$ cat src/rtl/squash_pkg.sv
// Shared types and constants for the squash game sequencer.
// Contents: FSM state enum, tone codes, tone durations (in frame ticks) and
// a helper that ranks tone codes by priority (miss > paddle > wall > none).
package squash_pkg;

  typedef enum logic [2:0] {
    StAttract,
    StServe,
    StPlay,
    StMiss,
    StPause,
    StOver
  } state_e;

  localparam logic [1:0] TONE_NONE   = 2'd0;
  localparam logic [1:0] TONE_PADDLE = 2'd1;
  localparam logic [1:0] TONE_WALL   = 2'd2;
  localparam logic [1:0] TONE_MISS   = 2'd3;

  localparam int unsigned TONE_DUR_MISS   = 16;
  localparam int unsigned TONE_DUR_PADDLE = 4;
  localparam int unsigned TONE_DUR_WALL   = 2;
  localparam int unsigned ToneCntW        = 5;

  // Tone codes are not ordered by priority, so rank them explicitly.
  function automatic logic [1:0] tone_prio(input logic [1:0] sel);
    case (sel)
      TONE_MISS:   return 2'd3;
      TONE_PADDLE: return 2'd2;
      TONE_WALL:   return 2'd1;
      default:     return 2'd0;
    endcase
  endfunction

endpackage

$ cat src/rtl/squash_button_conditioner.sv
// Button conditioner: 2-flop synchronizer, optional frame-tick debounce and
// press-edge detector for one active-low push button.
// Ports:
//   clk_i        clock
//   reset_i      synchronous active-high reset (synchronizer resets to released)
//   frame_tick_i one-cycle pulse per frame (used only by the debouncer)
//   btn_ni       raw active-low button level, asynchronous
//   press_o      one-cycle pulse on the released->pressed transition
// Build option: define SQUASH_DEBOUNCE_EN to require the synchronized level
// to be stable for 3 consecutive frame ticks before it is accepted.
module squash_button_conditioner (
  input  logic clk_i,
  input  logic reset_i,
  input  logic frame_tick_i,
  input  logic btn_ni,
  output logic press_o
);

  logic sync1_q, sync2_q, prev_q;
  logic raw, cond;

  always_ff @(posedge clk_i) begin
    if (reset_i) begin
      sync1_q <= 1'b1;
      sync2_q <= 1'b1;
      prev_q  <= 1'b0;
    end else begin
      sync1_q <= btn_ni;
      sync2_q <= sync1_q;
      prev_q  <= cond;
    end
  end

  assign raw = ~sync2_q;

`ifdef SQUASH_DEBOUNCE_EN
  logic       deb_q, deb_d;
  logic [1:0] stab_q, stab_d;

  // Count ticks while the raw level disagrees with the accepted level; any
  // return to agreement restarts the count.
  always_comb begin
    deb_d  = deb_q;
    stab_d = stab_q;
    if (raw == deb_q) begin
      stab_d = '0;
    end else if (frame_tick_i) begin
      if (stab_q == 2'd2) begin
        deb_d  = raw;
        stab_d = '0;
      end else begin
        stab_d = stab_q + 2'd1;
      end
    end
  end

  always_ff @(posedge clk_i) begin
    if (reset_i) begin
      deb_q  <= 1'b0;
      stab_q <= '0;
    end else begin
      deb_q  <= deb_d;
      stab_q <= stab_d;
    end
  end

  assign cond = deb_q;
`else
  logic unused_tick;
  assign unused_tick = frame_tick_i;
  assign cond        = raw;
`endif

  assign press_o = cond & ~prev_q;

endmodule

$ cat src/rtl/squash_game_sequencer.sv
// Frame-rate game sequencer for the solo squash design: conditions the pause
// and new-game buttons, runs the attract/serve/play/miss/pause/over FSM, keeps
// score and lives, and schedules speaker tones from collision events.
// Ports:
//   clk, reset               clock, synchronous active-high reset
//   frame_tick               one-cycle pulse per frame
//   pause_n, new_game_n      active-low asynchronous buttons
//   hit_paddle, hit_wall,
//   ball_missed              one-cycle collision pulses from the datapath
//   run_en, serve            datapath gating (motion enable, ball reload pulse)
//   score, lives             game counters
//   paused, game_over        status flags
//   tone_en, tone_sel        speaker gate and tone code
// Build option: SQUASH_DEBOUNCE_EN enables button debounce in the conditioners.
module squash_game_sequencer
  import squash_pkg::*;
#(
  parameter int unsigned LIVES        = 3,
  parameter int unsigned SERVE_FRAMES = 60,
  parameter int unsigned MISS_FRAMES  = 30,
  parameter int unsigned SCORE_W      = 8
) (
  input  logic               clk,
  input  logic               reset,
  input  logic               frame_tick,
  input  logic               pause_n,
  input  logic               new_game_n,
  input  logic               hit_paddle,
  input  logic               hit_wall,
  input  logic               ball_missed,
  output logic               run_en,
  output logic               serve,
  output logic [SCORE_W-1:0] score,
  output logic [2:0]         lives,
  output logic               paused,
  output logic               game_over,
  output logic               tone_en,
  output logic [1:0]         tone_sel
);

  localparam int unsigned CntMax = (SERVE_FRAMES > MISS_FRAMES) ? SERVE_FRAMES : MISS_FRAMES;
  localparam int unsigned CntW   = $clog2(CntMax + 1);
  localparam logic [CntW-1:0] ServeLoad = CntW'(SERVE_FRAMES);
  localparam logic [CntW-1:0] MissLoad  = CntW'(MISS_FRAMES);

  logic pause_press, new_game_press;

  squash_button_conditioner u_pause_btn (
    .clk_i        (clk),
    .reset_i      (reset),
    .frame_tick_i (frame_tick),
    .btn_ni       (pause_n),
    .press_o      (pause_press)
  );

  squash_button_conditioner u_new_game_btn (
    .clk_i        (clk),
    .reset_i      (reset),
    .frame_tick_i (frame_tick),
    .btn_ni       (new_game_n),
    .press_o      (new_game_press)
  );

  state_e                state_q, state_d, ret_q, ret_d;
  logic [CntW-1:0]       cnt_q, cnt_d;
  logic [SCORE_W-1:0]    score_q, score_d;
  logic [2:0]            lives_q, lives_d;
  logic                  serve_q, serve_d, run_en_q, run_en_d;
  logic                  paused_q, paused_d, over_q, over_d;
  logic                  tone_en_q, tone_en_d;
  logic [1:0]            tone_sel_q, tone_sel_d, ev_sel;
  logic [ToneCntW-1:0]   tone_cnt_q, tone_cnt_d, ev_dur;
  logic                  miss_evt, paddle_evt, wall_evt, expire;

  // The counter is treated as expired at 1 (or 0) so a degenerate load of 0
  // cannot underflow and stall the state.
  assign expire = frame_tick && (cnt_q <= CntW'(1));

  always_comb begin
    state_d    = state_q;
    ret_d      = ret_q;
    cnt_d      = cnt_q;
    score_d    = score_q;
    lives_d    = lives_q;
    serve_d    = 1'b0;
    miss_evt   = 1'b0;
    paddle_evt = 1'b0;
    wall_evt   = 1'b0;
    if (new_game_press) begin
      state_d = StServe;
      score_d = '0;
      lives_d = 3'(LIVES);
      cnt_d   = ServeLoad;
      serve_d = 1'b1;
    end else if (pause_press && (state_q == StServe || state_q == StPlay)) begin
      state_d = StPause;
      ret_d   = state_q;
    end else if (pause_press && state_q == StPause) begin
      state_d = ret_q;
    end else begin
      case (state_q)
        StServe: begin
          if (expire) begin
            state_d = StPlay;
            cnt_d   = '0;
          end else if (frame_tick) begin
            cnt_d = cnt_q - CntW'(1);
          end
        end
        StPlay: begin
          if (ball_missed) begin
            miss_evt = 1'b1;
            state_d  = StMiss;
            cnt_d    = MissLoad;
            if (lives_q != 3'd0) lives_d = lives_q - 3'd1;
          end else begin
            paddle_evt = hit_paddle;
            wall_evt   = hit_wall;
            if (hit_paddle && score_q != {SCORE_W{1'b1}}) score_d = score_q + SCORE_W'(1);
          end
        end
        StMiss: begin
          if (expire) begin
            if (lives_q == 3'd0) begin
              state_d = StOver;
              cnt_d   = '0;
            end else begin
              state_d = StServe;
              cnt_d   = ServeLoad;
              serve_d = 1'b1;
            end
          end else if (frame_tick) begin
            cnt_d = cnt_q - CntW'(1);
          end
        end
        default: ;
      endcase
    end
  end

  // Tone scheduler: equal-or-higher priority events retrigger, lower ones drop.
  always_comb begin
    ev_sel     = TONE_NONE;
    ev_dur     = '0;
    tone_sel_d = tone_sel_q;
    tone_cnt_d = tone_cnt_q;
    if (miss_evt) begin
      ev_sel = TONE_MISS;
      ev_dur = ToneCntW'(TONE_DUR_MISS);
    end else if (paddle_evt) begin
      ev_sel = TONE_PADDLE;
      ev_dur = ToneCntW'(TONE_DUR_PADDLE);
    end else if (wall_evt) begin
      ev_sel = TONE_WALL;
      ev_dur = ToneCntW'(TONE_DUR_WALL);
    end
    if (state_d == StPause || state_d == StOver) begin
      tone_sel_d = TONE_NONE;
      tone_cnt_d = '0;
    end else if (ev_sel != TONE_NONE && tone_prio(ev_sel) >= tone_prio(tone_sel_q)) begin
      tone_sel_d = ev_sel;
      tone_cnt_d = ev_dur;
    end else if (frame_tick && tone_cnt_q != '0) begin
      tone_cnt_d = tone_cnt_q - ToneCntW'(1);
      if (tone_cnt_q == ToneCntW'(1)) tone_sel_d = TONE_NONE;
    end
    tone_en_d = (tone_sel_d != TONE_NONE);
  end

  assign run_en_d = (state_d == StPlay);
  assign paused_d = (state_d == StPause);
  assign over_d   = (state_d == StOver) || (state_d == StAttract);

  always_ff @(posedge clk) begin
    if (reset) begin
      state_q    <= StAttract;
      ret_q      <= StAttract;
      cnt_q      <= '0;
      score_q    <= '0;
      lives_q    <= '0;
      serve_q    <= 1'b0;
      run_en_q   <= 1'b0;
      paused_q   <= 1'b0;
      over_q     <= 1'b1;
      tone_en_q  <= 1'b0;
      tone_sel_q <= TONE_NONE;
      tone_cnt_q <= '0;
    end else begin
      state_q    <= state_d;
      ret_q      <= ret_d;
      cnt_q      <= cnt_d;
      score_q    <= score_d;
      lives_q    <= lives_d;
      serve_q    <= serve_d;
      run_en_q   <= run_en_d;
      paused_q   <= paused_d;
      over_q     <= over_d;
      tone_en_q  <= tone_en_d;
      tone_sel_q <= tone_sel_d;
      tone_cnt_q <= tone_cnt_d;
    end
  end

  assign run_en    = run_en_q;
  assign serve     = serve_q;
  assign score     = score_q;
  assign lives     = lives_q;
  assign paused    = paused_q;
  assign game_over = over_q;
  assign tone_en   = tone_en_q;
  assign tone_sel  = tone_sel_q;

endmodule

$ cat config.mk
export PLATFORM = sky130hd
export DESIGN_NAME = squash_game_sequencer
export DESIGN_NICKNAME = d
export VERILOG_FILES = /design/src/rtl/squash_pkg.sv /design/src/rtl/squash_button_conditioner.sv /design/src/rtl/squash_game_sequencer.sv
export SDC_FILE = /design/constraint.sdc
export NUM_CORES = 1
export LEC_CHECK = 0
export ABC_CLOCK_PERIOD_IN_PS = 2900
export CAP_MARGIN = 30
export CORE_ASPECT_RATIO = 1.75
export CORE_UTILIZATION = 39
export DETAILED_ROUTE_END_ITERATION = 12
export GPL_TIMING_DRIVEN = 0
export PLACE_DENSITY = 0.62
export SKIP_CTS_REPAIR_TIMING = 1
export SYNTH_ARGS = -nofsm -noshare
export SYNTH_HDL_FRONTEND = slang
export SYNTH_SLANG_ARGS = --single-unit
$ cat constraint.sdc
create_clock -name clk -period 2.9 [get_ports clk]
set_input_delay 0.87 -clock clk [delete_from_list [all_inputs] [get_ports clk]]
set_output_delay 0.87 -clock clk [all_outputs]
set_load 0.01 [all_outputs]
### Word-level counts from Yosys, hierarchy flattened

Cells that the tools add are included.
W data, S select, Z words.

| cells by class | value |
|---|---|
| bitwise gates (word level) | 10 |
| eq/ne operators | 19 |
| reductions and logical operators | 29 |
| $add $sub $neg | 4 |
| shift-type cells | 0 |
| divide/modulo/power cells | 0 |
| multiplexer cells | 60 |
| magnitude comparators | 2 |
| multipliers | 0 |

Operators by type and width:

| cell | count |
|---|---|
| $mux W6 | 8 |
| $mux W2 | 16 |
| $mux W3 | 8 |
| $mux W1 | 21 |
| $pmux W6 S3 | 1 |
| $mux W5 | 3 |
| $reduce_and A5 Y1 | 3 |
| $pmux W2 S3 | 2 |
| $reduce_bool A2 Y1 | 6 |
| $eq A3 B2 Y1 const B | 3 |
| $eq A3 B3 Y1 const B | 3 |
| $pmux W3 S3 | 1 |
| $add A8 B1 Y8 const B | 1 |
| $eq A2 B2 Y1 const B | 4 |
| $ne A8 B8 Y1 const B | 1 |
| $not A1 Y1 | 8 |
| $reduce_and A4 Y1 | 2 |
| $le A6 B1 Y1 const B | 1 |
| $logic_and A1 B1 Y1 | 6 |
| $logic_not A3 Y1 | 2 |
| $ne A2 B2 Y1 const B | 3 |
| $reduce_bool A3 Y1 | 2 |
| $sub A6 B1 Y6 const B | 1 |
| $eq A5 B1 Y1 const B | 1 |
| 12 further kinds | 17 |

| storage, ports and cells | value |
|---|---|
| word-level logic and storage cells | 144 |
| memories kept | 0 |
| memory bits (writable) | 0 |
| bits in latches | 0 |
| input port bits | 8 |
| bits in registers | 41 |
| output and inout port bits | 18 |
| memory bits (read-only) | 0 |

### Depth between registers and ports, before layout

Gate-level depths: netlist of run 1.

| depth | value |
|---|---|
| word-level depth | 17 |
| mapped depth | 11 |
| mapped depth without buffers | 9 |

### Modules after synthesis

A second synthesis of run 1 with hierarchy kept.

| second synthesis, totals | value |
|---|---|
| cells, all modules | 252 |
| area, all modules | 2,157.1 sq um |

Modules (own cells, without submodules):

| module | area each (sq um) | cells each | times used | sequential area each (sq um) |
|---|---|---|---|---|
| squash_game_sequencer | 1,996.9 | 238 | 1 | 700.7 |
| squash_button_conditioner | 80.1 | 7 | 2 | 60.1 |

### Worst setup path after synthesis of run 1

No wires, ideal clock.

| timing path | value |
|---|---|
| kind | input to register |
| from | input ball_missed |
| to | register tone_cnt_q[1] |
| setup time | 0.132 ns |
| buffers on the path | 1 |
| cell stages on the path | 8 |
| arrival | 2.305 ns |
| path slack | 0.463 ns |
| required time | 2.768 ns |
| cell sequence | clkbuf_1 > o21ai_1 > ha_1 > nand2b_1 > a21oi_1 > nor3_1 > o32a_1 > nor3_1 |

| between the ends | value |
|---|---|
| longest elaborated chain between the ends | 14 |
| elaborated cells on any way between the ends | 40 |
| those cells by class | order compare: 1; eq/ne: 5; mux: 29; reduce/logical: 5 |

Ends and longest elaborated chain:

| element | line | text |
|---|---|---|
| start, declared | squash_game_sequencer.sv:30 | `input logic ball_missed,` |
| $mux W1 | squash_game_sequencer.sv:111 | `if (ball_missed) begin` |
| $mux W1 | squash_game_sequencer.sv:101 | `case (state_q)` |
| $mux W1 | squash_game_sequencer.sv:98 | `end else if (pause_press && state_q == StPause) begin` |
| $mux W1 | squash_game_sequencer.sv:95 | `end else if (pause_press && (state_q == StServe \|\| state_q == StPlay)) begin` |
| $mux W1 | squash_game_sequencer.sv:89 | `if (new_game_press) begin` |
| $mux W2 | squash_game_sequencer.sv:153 | `end else if (wall_evt) begin` |
| $mux W2 | squash_game_sequencer.sv:150 | `end else if (paddle_evt) begin` |
| $mux W2 | squash_game_sequencer.sv:147 | `if (miss_evt) begin` |
| $eq A2 B2 Y1 or $eq A2 B1 Y1 (tied branches) | squash_pkg.sv:27 | `case (sel)` |
| $pmux W2 S3 | squash_pkg.sv:27 |  |
| $mux W2 | squash_game_sequencer.sv:157 | `if (state_d == StPause \|\| state_d == StOver) begin` |
| $ge A2 B2 Y1 | squash_game_sequencer.sv:160 | `end else if (ev_sel != TONE_NONE && tone_prio(ev_sel) >= tone_prio(tone_sel_q)) begin` |
| $logic_and A1 B1 Y1 | squash_game_sequencer.sv:160 |  |
| $mux W5 or $reduce_bool A2 Y1 (tied branches) | -- |  |
| end signal, assigned | squash_game_sequencer.sv:200 | `tone_cnt_q <= tone_cnt_d;` |
| end, declared | squash_game_sequencer.sv:72 | `logic [ToneCntW-1:0] tone_cnt_q, tone_cnt_d, ev_dur;` |

Parallel ways exist; a longest one is shown, timed or not. The select of a mux whose other input is x is not followed.
A chain may end at the register's enable or synchronous reset.

### Worst setup path in the final report of run 1

| timing path | value |
|---|---|
| from | input ball_missed |
| to | register tone_cnt_q[2] |

Same word-level chain as after synthesis.

==> impl_metrics.csv, run 1 <==
group,metric,value,unit
run_status,status,"completed",
clock_network,cts_buffers,5,
pwr,power_frac_comb,0.251,
timing,rsz0062_at_grt,"false",
critical_path,cp.arrival,3.03,ns
timing,period_share,0.966,
critical_path,crit_path_start,"ball_missed",
timing,drv_slew,0,
pwr,p_per_area,528,nW/um2
critical_path,required,3.12,ns
routing,vias_per_cell,5.56,
die,die_w,60.8,um
die,dieArea,6390,um2
finish,nets,324,
critical_path,crit_chain,"clkdlybuf4s50_1, clkbuf_4, o21ai_1, ha_1, nand2b_1, a21oi_2, nor2_1, o221a_2, nor3_1",
routing,via_count,2145,
synth,yosysWarnings,0,
routing,drt_iter0_markers,114,
clock_network,insertion_delay,0.30,ns
timing,hold_ws,0.415,ns
global_route,grt_pass1_wl,9.54,mm
routing,drtPass1Iterations,4,
critical_path,cp_top_family,"buffers and inverters",
synth,synth_edf_count,0,
pwr,p_switching,458,uW
synth,synth_area_leaders,"dfxtp_1 (35%), ha_1 (4.8%), nor2_1 (4.1%)",
pwr,sw_frac_of_total,0.305,
finish,drive_above_1_share,0.133,
job,max_cap_viol_count,0,
critical_path,critPathMaxStageDelay,0.52,ns
placement,place_inst,378,
synth,synth_async_sr_flop_share,0,
timing,layout_setup_ws,0.0978,ns
finish,final_cell_count_no_fill,386,
timing,tightest_slew,0.625,ns
timing,maxSlewHeadroom,0.578,
routing,drt_wl_total,5.76,mm
pwr,static-leakage-power,0.00102,uW
critical_path,reg2reg_from,"state_q[0]",
routing,ant_nets,0,
timing,setup_viol,0,
synth,syn_avg_cell_area,8.59,um2
global_route,grt_pass1_vias,2079,
placement,gp_congestion,0.879,
global_route,grt_usage,0.199,
worst_hold_path,hold_class,"reg2reg",
die,die_y,105,um
finish,utilization,0.484,
die,boundaryPins,26,
clock_network,cts_tree,"done",
pwr,vdd_drop_max,387,uV
clock_network,cts_max_level,2,
clock_network,clk_path_buf_depth,2,
timing,post-route-min-period,2.80,ns
die,start_util,0.402,
pwr,seq_power_share,0.430,
critical_path,crit_path_max_fanout,10,
worst_hold_path,hold_start,"u_new_game_btn.sync1_q",
pwr,clkPwrFrac,0.319,
global_route,grt_antenna_before_repair,0,
die,row_count,37,
timing,hold_violations,0,
synth,ys.flop_type,"dfxtp_1",
clock_network,clk_pin_slew,0.09,ns
critical_path,critPathSlowestCell,"clkdlybuf4s50_1",
routing,drc_errors,0,
pwr,p_int,1040,uW
critical_path,crit_path_end_kind,"register",
finish,area_growth,20.3,%
placement,pre_cts_ws,-0.698,ns
die,core,5880,um2
synth,syn-instance-count,275,
finish,final_common_cell,"dfxtp_1",
synth,ys_ff_latch,41,
finish,diodes,0,
synth,synth_top_area_frac,0.347,
synth,synth_top_cell_by_area,"dfxtp_1",
clock_network,root_buffer,"clkbuf_8",
critical_path,worstSetupPathType,"in2reg",
finish,final_area,2840,um2
routing,wire_per_inst,14.9,um
global_route,grt_max_degree,15,
synth,synth_nets,292,
placement,hpwl,4.35,mm
finish,mostFrequentLayoutCells,"dfxtp_1 (41), nor2_1 (26), clkdlybuf4s50_1 (25)",
critical_path,cp_num_buf_inv,2,
timing,fmaxAchievable,357,MHz
placement,dpl_cell_area,2710,um2
critical_path,cp-start-kind,"input pin",
synth,ys_seq_area_frac,0.347,
synth,synth_area,2360,um2
placement,io_buffers,25,
timing,finalClockSkew,0.00892,ns
synth,ys_types,62,
clock_network,cts.sinks,41,
global_route,overflow,0,
==> metal layers <==
layer,wire length (um),GRT usage,vias up
met5,0,0,-
met4,233,0.0925,0
met3,149,0.0260,17
met2,3120,0.363,46
met1,2260,0.211,1012
li1,-,-,1070
==> worst paths after layout <==
path,to,slack (ns),depth (start not counted)
min reg2reg,u_new_game_btn.sync2_q,0.42,1
max reg2reg,tone_cnt_q[2],0.38,10
min,u_new_game_btn.sync2_q,0.42,1
max,tone_cnt_q[2],0.1,9
==> cells in the mapped netlist (6+ instances only) <==
master	instances
o21ai_0	8
ha_1	9
xor2_1	6
or2_2	7
nand3_1	7
dfxtp_1	41
nand2_1	10
clkbuf_1	8
xnor2_1	7
a21oi_1	16
nor2_1	26
inv_1	11
buf_2	9
nand4_1	11
nand2b_1	7
nor3_1	15
==> cells by family after synthesis <==
group,after synthesis,share of synthesized area
compound gates,62,0.196
simple gates,118,0.294
xor+xnor,13,0.0482
mux,4,0.0175
fa+ha+maj,9,0.0476
buf+inv,28,0.0492
flops,41,0.347
==> area by class of cell <==
class,instances,area [um2]
fillers,587,3040
multi-input cells,206,1440
flip-flops and latches,41,821
repair buffers,25,250
well taps,78,97.6
plain buffers,17,78.8
clock buffers,5,68.8
clock inverters,3,43.8
inverters,11,41.3
==> power by group through the flow <==
stage               Combinational (uW)  Clock [uW]  Sequential (uW)
floorplan                          291           0              651
global placement                   369           0              657
detailed placement                 374           0              659
CTS                                376         489              645
global route                       428         514              651
finish                             376         479              645
==> sequential cells by signal, summed over array words and instances, names as in the netlist, 2 cells and up <==
signal	count
tone_sel	2
state_q	3
lives	3
ret_q	3
score	8
cnt_q	6
tone_cnt_q	5
==> through the flow <==
stage          total power [uW]  setup TNS (ns)
2_1_floorplan               943               0
3_3_place_gp               1030           -3.82
3_5_place_dp               1030           -3.87
4_1_cts                    1510           -1.45
5_1_grt                    1590               0
6_report                   1500               0
Power figures use the tool's default switching activity.
==> inputs of run 2 (changes only) <==
--- a/config.mk
+++ b/config.mk
@@ -5,7 +5,7 @@
 export SDC_FILE = /design/constraint.sdc
 export NUM_CORES = 1
 export LEC_CHECK = 0
-export ABC_CLOCK_PERIOD_IN_PS = 2900
+export ABC_CLOCK_PERIOD_IN_PS = 2750
 export CAP_MARGIN = 30
 export CORE_ASPECT_RATIO = 1.75
 export CORE_UTILIZATION = 39
==> constraint.sdc (replaced) <==
create_clock -name clk -period 2.75 [get_ports clk]
set_input_delay 0.825 -clock clk [delete_from_list [all_inputs] [get_ports clk]]
set_output_delay 0.825 -clock clk [all_outputs]
set_load 0.01 [all_outputs]
==> impl_metrics.csv, run 2 (synthesized netlist as in run 1, its figures left out) <==
group,metric,value,unit
die,core,5880,um2
pwr,seq_power_share,0.429,
clock_network,cts_tree,"done",
worst_hold_path,hold_class,"reg2reg",
pwr,clkPwrFrac,0.319,
routing,drt_wl_total,5.80,mm
routing,dr.max_layer_used,"met4",
timing,hold_ws,0.415,ns
die,die_y,105,um
placement,place_inst,378,
die,dieArea,6390,um2
timing,finalClockSkew,0.00902,ns
global_route,grt_pass1_wl,9.54,mm
critical_path,cp-start-kind,"input pin",
timing,maxSlewHeadroom,0.574,
timing,drv_slew,0,
placement,gp_congestion,0.879,
routing,drtPass1Iterations,4,
timing,tightest_slew,0.630,ns
routing,wire_per_inst,15.0,um
finish,nets,324,
pwr,vdd_drop_max,408,uV
routing,vias_per_cell,5.58,
critical_path,crit_path_max_fanout,7,
pwr,p_per_area,557,nW/um2
timing,hold_violations,0,
run_status,status,"completed",
pwr,power_frac_comb,0.252,
routing,wl_met1,2.27,mm
routing,drt_iter0_markers,96,
finish,final_cell_count_no_fill,386,
clock_network,root_buffer,"clkbuf_8",
finish,area_growth,20.7,%
finish,mostFrequentLayoutCells,"dfxtp_1 (41), nor2_1 (26), clkdlybuf4s50_1 (24)",
routing,via_count,2155,
timing,rsz0062_at_grt,"false",
critical_path,required,2.98,ns
finish,drive_above_1_share,0.133,
timing,layout_setup_ws,0.128,ns
die,boundaryPins,26,
global_route,overflow,0,
die,start_util,0.402,
timing,post-route-min-period,2.62,ns
routing,ant_nets,0,
clock_network,cts.sinks,41,
clock_network,insertion_delay,0.30,ns
routing,wl_met2,3.11,mm
clock_network,clk_path_buf_depth,2,
pwr,p_switching,488,uW
routing,drc_errors,0,
critical_path,cp.arrival,2.85,ns
pwr,sw_frac_of_total,0.307,
timing,period_share,0.954,
finish,largest_register_ff_count,8,
clock_network,cts_max_level,2,
job,max_cap_viol_count,0,
timing,fmaxAchievable,381,MHz
placement,hpwl,4.35,mm
pwr,p_int,1100,uW
placement,pre_cts_ws,-0.803,ns
global_route,grt_pass1_vias,2079,
finish,final_common_cell,"dfxtp_1",
global_route,grt_antenna_before_repair,0,
critical_path,worstSetupPathType,"in2reg",
finish,diodes,0,
pwr,static-leakage-power,0.00103,uW
die,row_count,37,
die,die_w,60.8,um
global_route,grt_usage,0.199,
global_route,grt_max_degree,15,
critical_path,crit_path_end_kind,"register",
placement,io_buffers,25,
routing,wl_met3,161,um
timing,setup_viol,0,
clock_network,clk_pin_slew,0.09,ns
clock_network,cts_buffers,5,
run 2: cell types whose count changed in the layout (fill, tap and decap cells not counted), sizes merged:
cell and change:
dlymetal6s2s +1, clkdlybuf4s50 -1, buf +1, clkbuf -1
run 2: metrics by stage:
step	utilization	TNS [ns]	instance area, um2	total power [uW]
6_report	0.485	0	2850	1590
5_1_grt	0.485	0	2850	1680
4_1_cts	0.480	-2.25	2820	1590
3_5_place_dp	0.461	-4.73	2710	1090
3_3_place_gp	0.461	-4.74	2710	1080
2_1_floorplan	-	0	2360	994
run 2: power by group through the flow:
stage / Clock, uW / Sequential, uW / Combinational [uW]
finish: 507 / 681 / 400
global route: 542 / 687 / 452
CTS: 515 / 681 / 397
detailed placement: 0 / 695 / 394
global placement: 0 / 693 / 389
floorplan: 0 / 687 / 307
run 2: cell type report:
cell class | count | area [um2]
fillers | 587 | 3030
clock inverters | 3 | 43.8
well taps | 78 | 97.6
repair buffers | 25 | 253
clock buffers | 5 | 68.8
flip-flops and latches | 41 | 821
multi-input cells | 206 | 1450
inverters | 11 | 41.3
plain buffers | 17 | 78.8
run 2: routing by layer:
layer  vias to the layer above  GRT usage
met5                         -          0
met4                         0     0.0925
met3                        17     0.0260
met2                        48      0.363
met1                      1019      0.211
li1                       1071          -
run 2: worst paths after layout:
check | from | slack (ns) | end | cells after the start
setup / recovery | hit_paddle | 0.13 | tone_cnt_q[2] | 9
hold / removal | u_new_game_btn.sync1_q | 0.42 | u_new_game_btn.sync2_q | 1
setup reg to reg | state_q[0] | 0.24 | tone_cnt_q[1] | 10
hold reg to reg | u_new_game_btn.sync1_q | 0.42 | u_new_game_btn.sync2_q | 1
run 2: worst max-delay path: stages:
cell,delay (ns)
clkdlybuf4s50_1,0.61
nor2b_1,0.08
o21ai_1,0.22
ha_1,0.27
nand2b_1,0.19
a21oi_4,0.20
nor2_1,0.09
o221a_2,0.23
nor3_1,0.12
